$ cat config.mk
export PLATFORM = sky130hd
export DESIGN_NAME = seq_match_counter_flat
export DESIGN_NICKNAME = d
export VERILOG_FILES = /design/src/rtl/seq_cnt_pkg.sv /design/src/rtl/seq_match_counter_if.sv /design/src/rtl/seq_sat_counter.sv /design/src/rtl/seq_match_counter.sv /design/src/flat_wrapper.sv
export SDC_FILE = /design/constraint.sdc
export NUM_CORES = 1
export LEC_CHECK = 0
export CORE_UTILIZATION = 35
export CTS_CLUSTER_SIZE = 16
export DETAILED_ROUTE_END_ITERATION = 16
export PLACE_DENSITY = 0.62
export SYNTH_ARGS = -nofsm -noshare
export SYNTH_HDL_FRONTEND = slang
export SYNTH_HIERARCHICAL = 1
export SYNTH_SLANG_ARGS = --single-unit
$ cat constraint.sdc
create_clock -name clk -period 3.1 [get_ports clk]
set_input_delay 0.31 -clock clk [delete_from_list [all_inputs] [get_ports clk]]
set_output_delay 0.31 -clock clk [all_outputs]
set_load 0.1 [all_outputs]
$ cat src/rtl/seq_cnt_pkg.sv
// Shared definitions for the windowed match counter.
//   state_t   : FSM encoding (IDLE / COUNT / REPORT)
//   CNT_W_DEF : default width of the match count
//   WIN_W_DEF : default width of the window length
package seq_cnt_pkg;

    typedef enum logic [1:0] {
        IDLE   = 2'd0,
        COUNT  = 2'd1,
        REPORT = 2'd2
    } state_t;

    localparam int CNT_W_DEF = 8;
    localparam int WIN_W_DEF = 16;

endpackage

$ cat src/rtl/seq_match_counter_if.sv
// Result handshake between the match counter and its reader.
//   cnt_valid : result available (driven by the counter)
//   cnt_ready : reader accepts the result (driven by the reader)
//   cnt_data  : final match count of the window
//   cnt_ovf   : the count saturated during the window
// Modports: master = counter side, slave = reader side.
interface seq_match_counter_if
    import seq_cnt_pkg::*;
#(
    parameter int CNT_W = CNT_W_DEF
) ();

    logic             cnt_valid;
    logic             cnt_ready;
    logic [CNT_W-1:0] cnt_data;
    logic             cnt_ovf;

    modport master (
        output cnt_valid,
        output cnt_data,
        output cnt_ovf,
        input  cnt_ready
    );

    modport slave (
        input  cnt_valid,
        input  cnt_data,
        input  cnt_ovf,
        output cnt_ready
    );

endinterface

$ cat src/rtl/seq_sat_counter.sv
// Saturating up-counter with synchronous clear and sticky overflow flag.
// Ports:
//   clk, reset : clock, asynchronous active-high reset
//   clr        : clears the stored count and overflow flag
//   inc        : add one this cycle (saturates at 2^W-1)
//   count      : count including this cycle's increment (combinational look-ahead)
//   ovf        : overflow flag including this cycle's increment attempt
// The outputs show the value the counter will hold after this edge, so the
// owner can capture a result that already includes the current cycle.
module seq_sat_counter #(
    parameter int W = 8
) (
    input  logic         clk,
    input  logic         reset,
    input  logic         clr,
    input  logic         inc,
    output logic [W-1:0] count,
    output logic         ovf
);

    localparam logic [W-1:0] MAX = '1;

    logic [W-1:0] count_q;
    logic         ovf_q;

    always_comb begin
        count = count_q;
        ovf   = ovf_q;
        if (inc) begin
            if (count_q == MAX) begin
                ovf = 1'b1;
            end else begin
                count = count_q + W'(1);
            end
        end
    end

    always_ff @(posedge clk or posedge reset) begin
        if (reset) begin
            count_q <= '0;
            ovf_q   <= 1'b0;
        end else if (clr) begin
            count_q <= '0;
            ovf_q   <= 1'b0;
        end else begin
            count_q <= count;
            ovf_q   <= ovf;
        end
    end

endmodule

$ cat src/rtl/seq_match_counter.sv
// Windowed event counter behind the serial pattern detector. Counts
// single-cycle match pulses over a programmable number of cycles and hands
// the result to a reader over a valid/ready handshake.
// Ports:
//   clk, reset : clock, asynchronous active-high reset
//   start      : open a window (honoured only when idle and win_len != 0)
//   win_len    : window length in cycles, sampled at start
//   match_in   : match pulse, one count per high cycle inside the window
//   busy       : high while counting or reporting
//   cnt        : result handshake (master side)
//   thresh     : IRQ threshold, sampled at start        (SEQ_CNT_IRQ_EN only)
//   irq_clr    : clears irq                              (SEQ_CNT_IRQ_EN only)
//   irq        : sticky threshold interrupt              (SEQ_CNT_IRQ_EN only)
// Optional feature macro: SEQ_CNT_IRQ_EN (threshold interrupt).
module seq_match_counter
    import seq_cnt_pkg::*;
#(
    parameter int CNT_W = CNT_W_DEF,
    parameter int WIN_W = WIN_W_DEF
) (
    input  logic             clk,
    input  logic             reset,
    input  logic             start,
    input  logic [WIN_W-1:0] win_len,
    input  logic             match_in,
    output logic             busy,
`ifdef SEQ_CNT_IRQ_EN
    input  logic [CNT_W-1:0] thresh,
    input  logic             irq_clr,
    output logic             irq,
`endif
    seq_match_counter_if.master cnt
);

    state_t           state;
    state_t           state_nxt;
    logic [WIN_W-1:0] timer;
    logic             win_open;
    logic             win_last;
    logic             inc;
    logic [CNT_W-1:0] count;
    logic             ovf;

    logic             busy_q;
    logic             valid_q;
    logic [CNT_W-1:0] data_q;
    logic             ovf_q;

    assign inc = (state == COUNT) && match_in;

    seq_sat_counter #(
        .W (CNT_W)
    ) u_sat (
        .clk   (clk),
        .reset (reset),
        .clr   (win_open),
        .inc   (inc),
        .count (count),
        .ovf   (ovf)
    );

    always_comb begin
        state_nxt = state;
        win_open  = 1'b0;
        win_last  = 1'b0;
        case (state)
            IDLE: begin
                if (start && (win_len != '0)) begin
                    state_nxt = COUNT;
                    win_open  = 1'b1;
                end
            end
            COUNT: begin
                // Last window cycle: this cycle's match is already in count/ovf.
                if (timer == WIN_W'(1)) begin
                    state_nxt = REPORT;
                    win_last  = 1'b1;
                end
            end
            REPORT: begin
                // cnt_valid is high for the whole of REPORT, so ready alone
                // completes the handshake.
                if (cnt.cnt_ready) begin
                    state_nxt = IDLE;
                end
            end
            default: state_nxt = IDLE;
        endcase
    end

    always_ff @(posedge clk or posedge reset) begin
        if (reset) begin
            state   <= IDLE;
            timer   <= '0;
            busy_q  <= 1'b0;
            valid_q <= 1'b0;
            data_q  <= '0;
            ovf_q   <= 1'b0;
        end else begin
            state   <= state_nxt;
            // Outputs are decoded from the next state so they are registered
            // and line up with the state they describe.
            busy_q  <= (state_nxt != IDLE);
            valid_q <= (state_nxt == REPORT);
            if (win_open) begin
                timer <= win_len;
            end else if (state == COUNT) begin
                timer <= timer - WIN_W'(1);
            end
            if (win_last) begin
                data_q <= count;
                ovf_q  <= ovf;
            end
        end
    end

    assign busy          = busy_q;
    assign cnt.cnt_valid = valid_q;
    assign cnt.cnt_data  = data_q;
    assign cnt.cnt_ovf   = ovf_q;

`ifdef SEQ_CNT_IRQ_EN
    logic [CNT_W-1:0] thresh_q;
    logic             irq_q;
    logic             irq_set;

    // count is the post-increment value; !ovf excludes repeated increments
    // while parked at the maximum, so this fires only on first arrival.
    assign irq_set = inc && (thresh_q != '0) && (count == thresh_q) && !ovf;

    always_ff @(posedge clk or posedge reset) begin
        if (reset) begin
            thresh_q <= '0;
            irq_q    <= 1'b0;
        end else begin
            if (win_open) begin
                thresh_q <= thresh;
            end
            if (irq_set) begin
                irq_q <= 1'b1;
            end else if (irq_clr) begin
                irq_q <= 1'b0;
            end
        end
    end

    assign irq = irq_q;
`endif

endmodule

$ cat src/flat_wrapper.sv
// flat-port wrapper written by rule: the top's interface ports become plain ports
module seq_match_counter_flat import seq_cnt_pkg::*;
#(
    parameter int CNT_W = CNT_W_DEF,
    parameter int WIN_W = WIN_W_DEF
)
  (clk, reset, start, win_len, match_in, busy, cnt_cnt_valid, cnt_cnt_data, cnt_cnt_ovf, cnt_cnt_ready);
  seq_match_counter_if #(.CNT_W(CNT_W)) cnt_i ();
  input  logic clk;
  input  logic reset;
  input  logic start;
  input  logic [WIN_W-1:0] win_len;
  input  logic match_in;
  output logic busy;
  output wire logic [$bits(cnt_i.cnt_valid)-1:0] cnt_cnt_valid;
  output wire logic [$bits(cnt_i.cnt_data)-1:0] cnt_cnt_data;
  output wire logic [$bits(cnt_i.cnt_ovf)-1:0] cnt_cnt_ovf;
  input wire logic [$bits(cnt_i.cnt_ready)-1:0] cnt_cnt_ready;
  assign cnt_cnt_valid = cnt_i.cnt_valid;
  assign cnt_cnt_data = cnt_i.cnt_data;
  assign cnt_cnt_ovf = cnt_i.cnt_ovf;
  assign cnt_i.cnt_ready = cnt_cnt_ready;
  seq_match_counter #(.CNT_W(CNT_W), .WIN_W(WIN_W)) u_core (.clk(clk), .reset(reset), .start(start), .win_len(win_len), .match_in(match_in), .busy(busy), .cnt(cnt_i));
endmodule
==> impl_metrics.csv <==
group,metric,value,unit
route,wl_met2,2159,um
floorplan,num_rows,27,
critical_path,cp_max_fo,21,
logic_synthesis,synth_fa_ha_area_frac,0.01808,
clock_network,postCtsHoldBufs,0,
critical_path,reg2reg_depth,5,
logic_synthesis,yosysSeqAreaShare,0.4581,
timing,worst_hold_slack,0.2638,ns
finish,area_delta_synth_final,23.45,%
critical_path,slowest_stage,"clkdlybuf4s50_1",
critical_path,cp_data_required_time,3.25,ns
timing,setup_violations,0,
logic_synthesis,synth_ff_type,"dfrtp_1",
flow_run,drv_cap,0,
critical_path,r2r_start,"u_core/timer[11]$_DFFE_PP0P_",
logic_synthesis,synth-simple-area-share,0.2375,
floorplan,die_height,79.01,um
clock_network,htreeDepth,2,
route,wl_per_cell,15.68,um
floorplan,ioPinCount,32,
clock_network,clk_pin_slew,0.07,ns
placement,dpl.cell_count,305,
route,via_per_inst,5.554,
route,vias,1733,
pwr,p_total,1.921,mW
clock_network,cts_inserted_buffers,5,
pwr,ir_drop,0.3174,mV
floorplan,initial_core_util,0.3701,
critical_path,critPathKind,"in -> reg",
logic_synthesis,synth_edf_count,0,
finish,num-nets-final,264,
placement,dpl_cell_area,2486,sq um
grt,track_usage,0.1730,
grt,grt_pass1_wl,8314,um
clock_network,clk_latency,0.29,ns
grt,antenna_found_initial,0,
logic_synthesis,synth_top_area_frac,0.4581,
critical_path,slowest_delay,0.46,ns
logic_synthesis,postSynthNetCount,227,
finish,fin_area,2562,sq um
placement,hpwl,3578,um
critical_path,path_cells,"clkdlybuf4s50_1 > nor4_1 > nand4_1 > nand2_1 > clkinv_1 > buf_4 > nand2_1 > o311ai_0",
pwr,p_leak,1.081,nW
critical_path,r2r_end,"u_core/cnt.cnt_data[1]$_DFFE_PP0P_",
clock_network,cts_setup_buffers,0,
hold_path,hold_class,"in -> async",
critical_path,arrival,2.50,ns
critical_path,regToRegSetupSlack,0.84,ns
timing,max_freq,426.0,MHz
timing,setup_tns,0,ns
floorplan,design.core.area,5608,sq um
logic_synthesis,synth_area_leaders,"dfrtp_1 (46%), mux2_4 (8.0%), a21oi_1 (3.4%)",
floorplan,die_x,79.01,um
route,drt_wl_total,4892,um
timing,finalHoldViolCount,0,
clock_network,cts_resized,0,
grt,grt_max_degree,26,
logic_synthesis,synthTopCellsByCount,"dfrtp_1 (38), nand2_1 (17), nor2_1 (17)",
logic_synthesis,synth.mux.area_fraction,0.08439,
route,drt_iter0_markers,131,
route,met1_length,2448,um
timing,rsz0062_at_grt,"no",
floorplan,die_area,6243,sq um
timing,min_period,2.347,ns
route,top_layer_used,"met4",
critical_path,setup.worst_path.end_class,"register",
logic_synthesis,ys_warn_count,6,
logic_synthesis,synthArstFlopShare,1.000,
placement,place_congestion,0.8114,
clock_network,cts_tree,"done",
timing,clock-skew-final,0.007622,ns
pwr,powerDensity,749.8,nW/um^2
outcome,status,"finished, final reports clean",
logic_synthesis,synthCells,203,
logic_synthesis,synth.distinct_cells,45,
logic_synthesis,yosysMostFrequentCell,"dfrtp_1",
clock_network,cts.sinks,38,
finish,finalNonFillerCells,312,
timing,tightest_slew,0.9656,ns
finish,n_antenna_cell,0,
timing,maxSlewHeadroom,0.3542,
route,ant_nets,0,
logic_synthesis,syn_area_per_cell,10.23,sq um
grt,grt_pass1_vias,1670,
logic_synthesis,synth-seq-cells,38,
critical_path,path_common_cell,"nand2_1",
route,met3WireLength,189,um
clock_network,clk_path_buf_depth,2,
placement,portBuffers,31,
logic_synthesis,syn-cell-area,2076,sq um
critical_path,start_kind,"primary input",
route,drc,0,
finish,layout-drive-gt1-share,0.1250,
logic_synthesis,synth_top_family_by_area,"simple AND/OR/NAND/NOR gates",
route,dr.pass1.iters,4,
logic_synthesis,synth_xor_area_frac,0.004219,
timing,drv_slew,0,
grt,grt_remaining_overflow,0,
timing,post-route-period-util,0.7572,
clock_network,root_buffer,"clkbuf_8",
logic_synthesis,synth_area_leader_cell,"dfrtp_1",
logic_synthesis,synth-compound-area-share,0.1718,
routing by layer:
| layer | vias up | global-route usage |
|---|---|---|
| met1 | 845 | 0.2558 |
| li1 | 832 | - |
| met5 | - | 0 |
| met4 | 0 | 0.07818 |
| met3 | 8 | 0.03218 |
| met2 | 48 | 0.2414 |
power breakdown:
| part | internal [mW] | switching (mW) | leakage, nW | total [mW] |
|---|---|---|---|---|
| registers | 0.649 | 0.187 | 0.485 | 0.836 |
| logic | 0.319 | 0.445 | 0.558 | 0.764 |
| clock network | 0.155 | 0.166 | 0.0383 | 0.321 |
how the worst max path moves through the flow:
stage,start,end,slack (ns)
after floorplan,u_core/state[1]$_DFF_PP0_,u_core/u_sat/count_q[0]$_DFF_PP0_,0.89
after global placement,win_len[3],u_core/u_sat/count_q[2]$_DFF_PP0_,0.48
after detailed placement,win_len[3],u_core/timer[15]$_DFFE_PP0P_,0.52
after CTS,win_len[3],u_core/timer[15]$_DFFE_PP0P_,0.82
after global routing,win_len[3],u_core/timer[15]$_DFFE_PP0P_,0.62
final,win_len[3],u_core/timer[15]$_DFFE_PP0P_,0.75
stage by stage:
stage	utilization	worst slack, ns
2_1_floorplan	-	0.8944
3_3_place_gp	0.4433	0.4771
3_5_place_dp	0.4433	0.5188
4_1_cts	0.4569	0.8191
5_1_grt	0.4569	0.6193
6_report	0.4569	0.7526
flip-flops by register name, indices dropped and copies added, names as in the netlist:
name	cells
u_core/u_sat/count_q	8
u_core/cnt.cnt_valid	1
u_core/busy	1
u_core/cnt.cnt_ovf	1
u_core/cnt.cnt_data	8
u_core/state	2
u_core/u_sat/ovf_q	1
u_core/timer	16
cell families after synthesis:
logic type	count (synthesis)
xor+xnor	1
flops	38
buf+inv	14
simple gates	83
fa+ha+maj	3
compound gates	52
mux	12
cell type report:
cell class,count,area [sq um]
clock buffer,7,76.32
fill,536,3045
inverter,9,33.78
multi-input combinational,151,1071
sequential,38,950.9
tap,72,90.09
timing repair buffer,35,340.3
critical path, delay by kind of cell:
kind / cells / cell delay [ns]
buffers and inverters: 3 / 1.27
AND/OR/NAND/NOR: 4 / 0.79
AO/OA/AOI/OAI: 1 / 0.12
cells in the final DEF, fill, tap and decap left out, types with 6 or more instances in the layout:
master	instances
a21oi_1	14
clkdlybuf4s50_1	31
dfrtp_1	38
inv_1	8
mux2_4	11
nand2_1	17
nand3_1	8
nand4_1	6
nor2_1	17
nor3_1	9
o21ai_0	11
(Power assumes the default switching activity.)
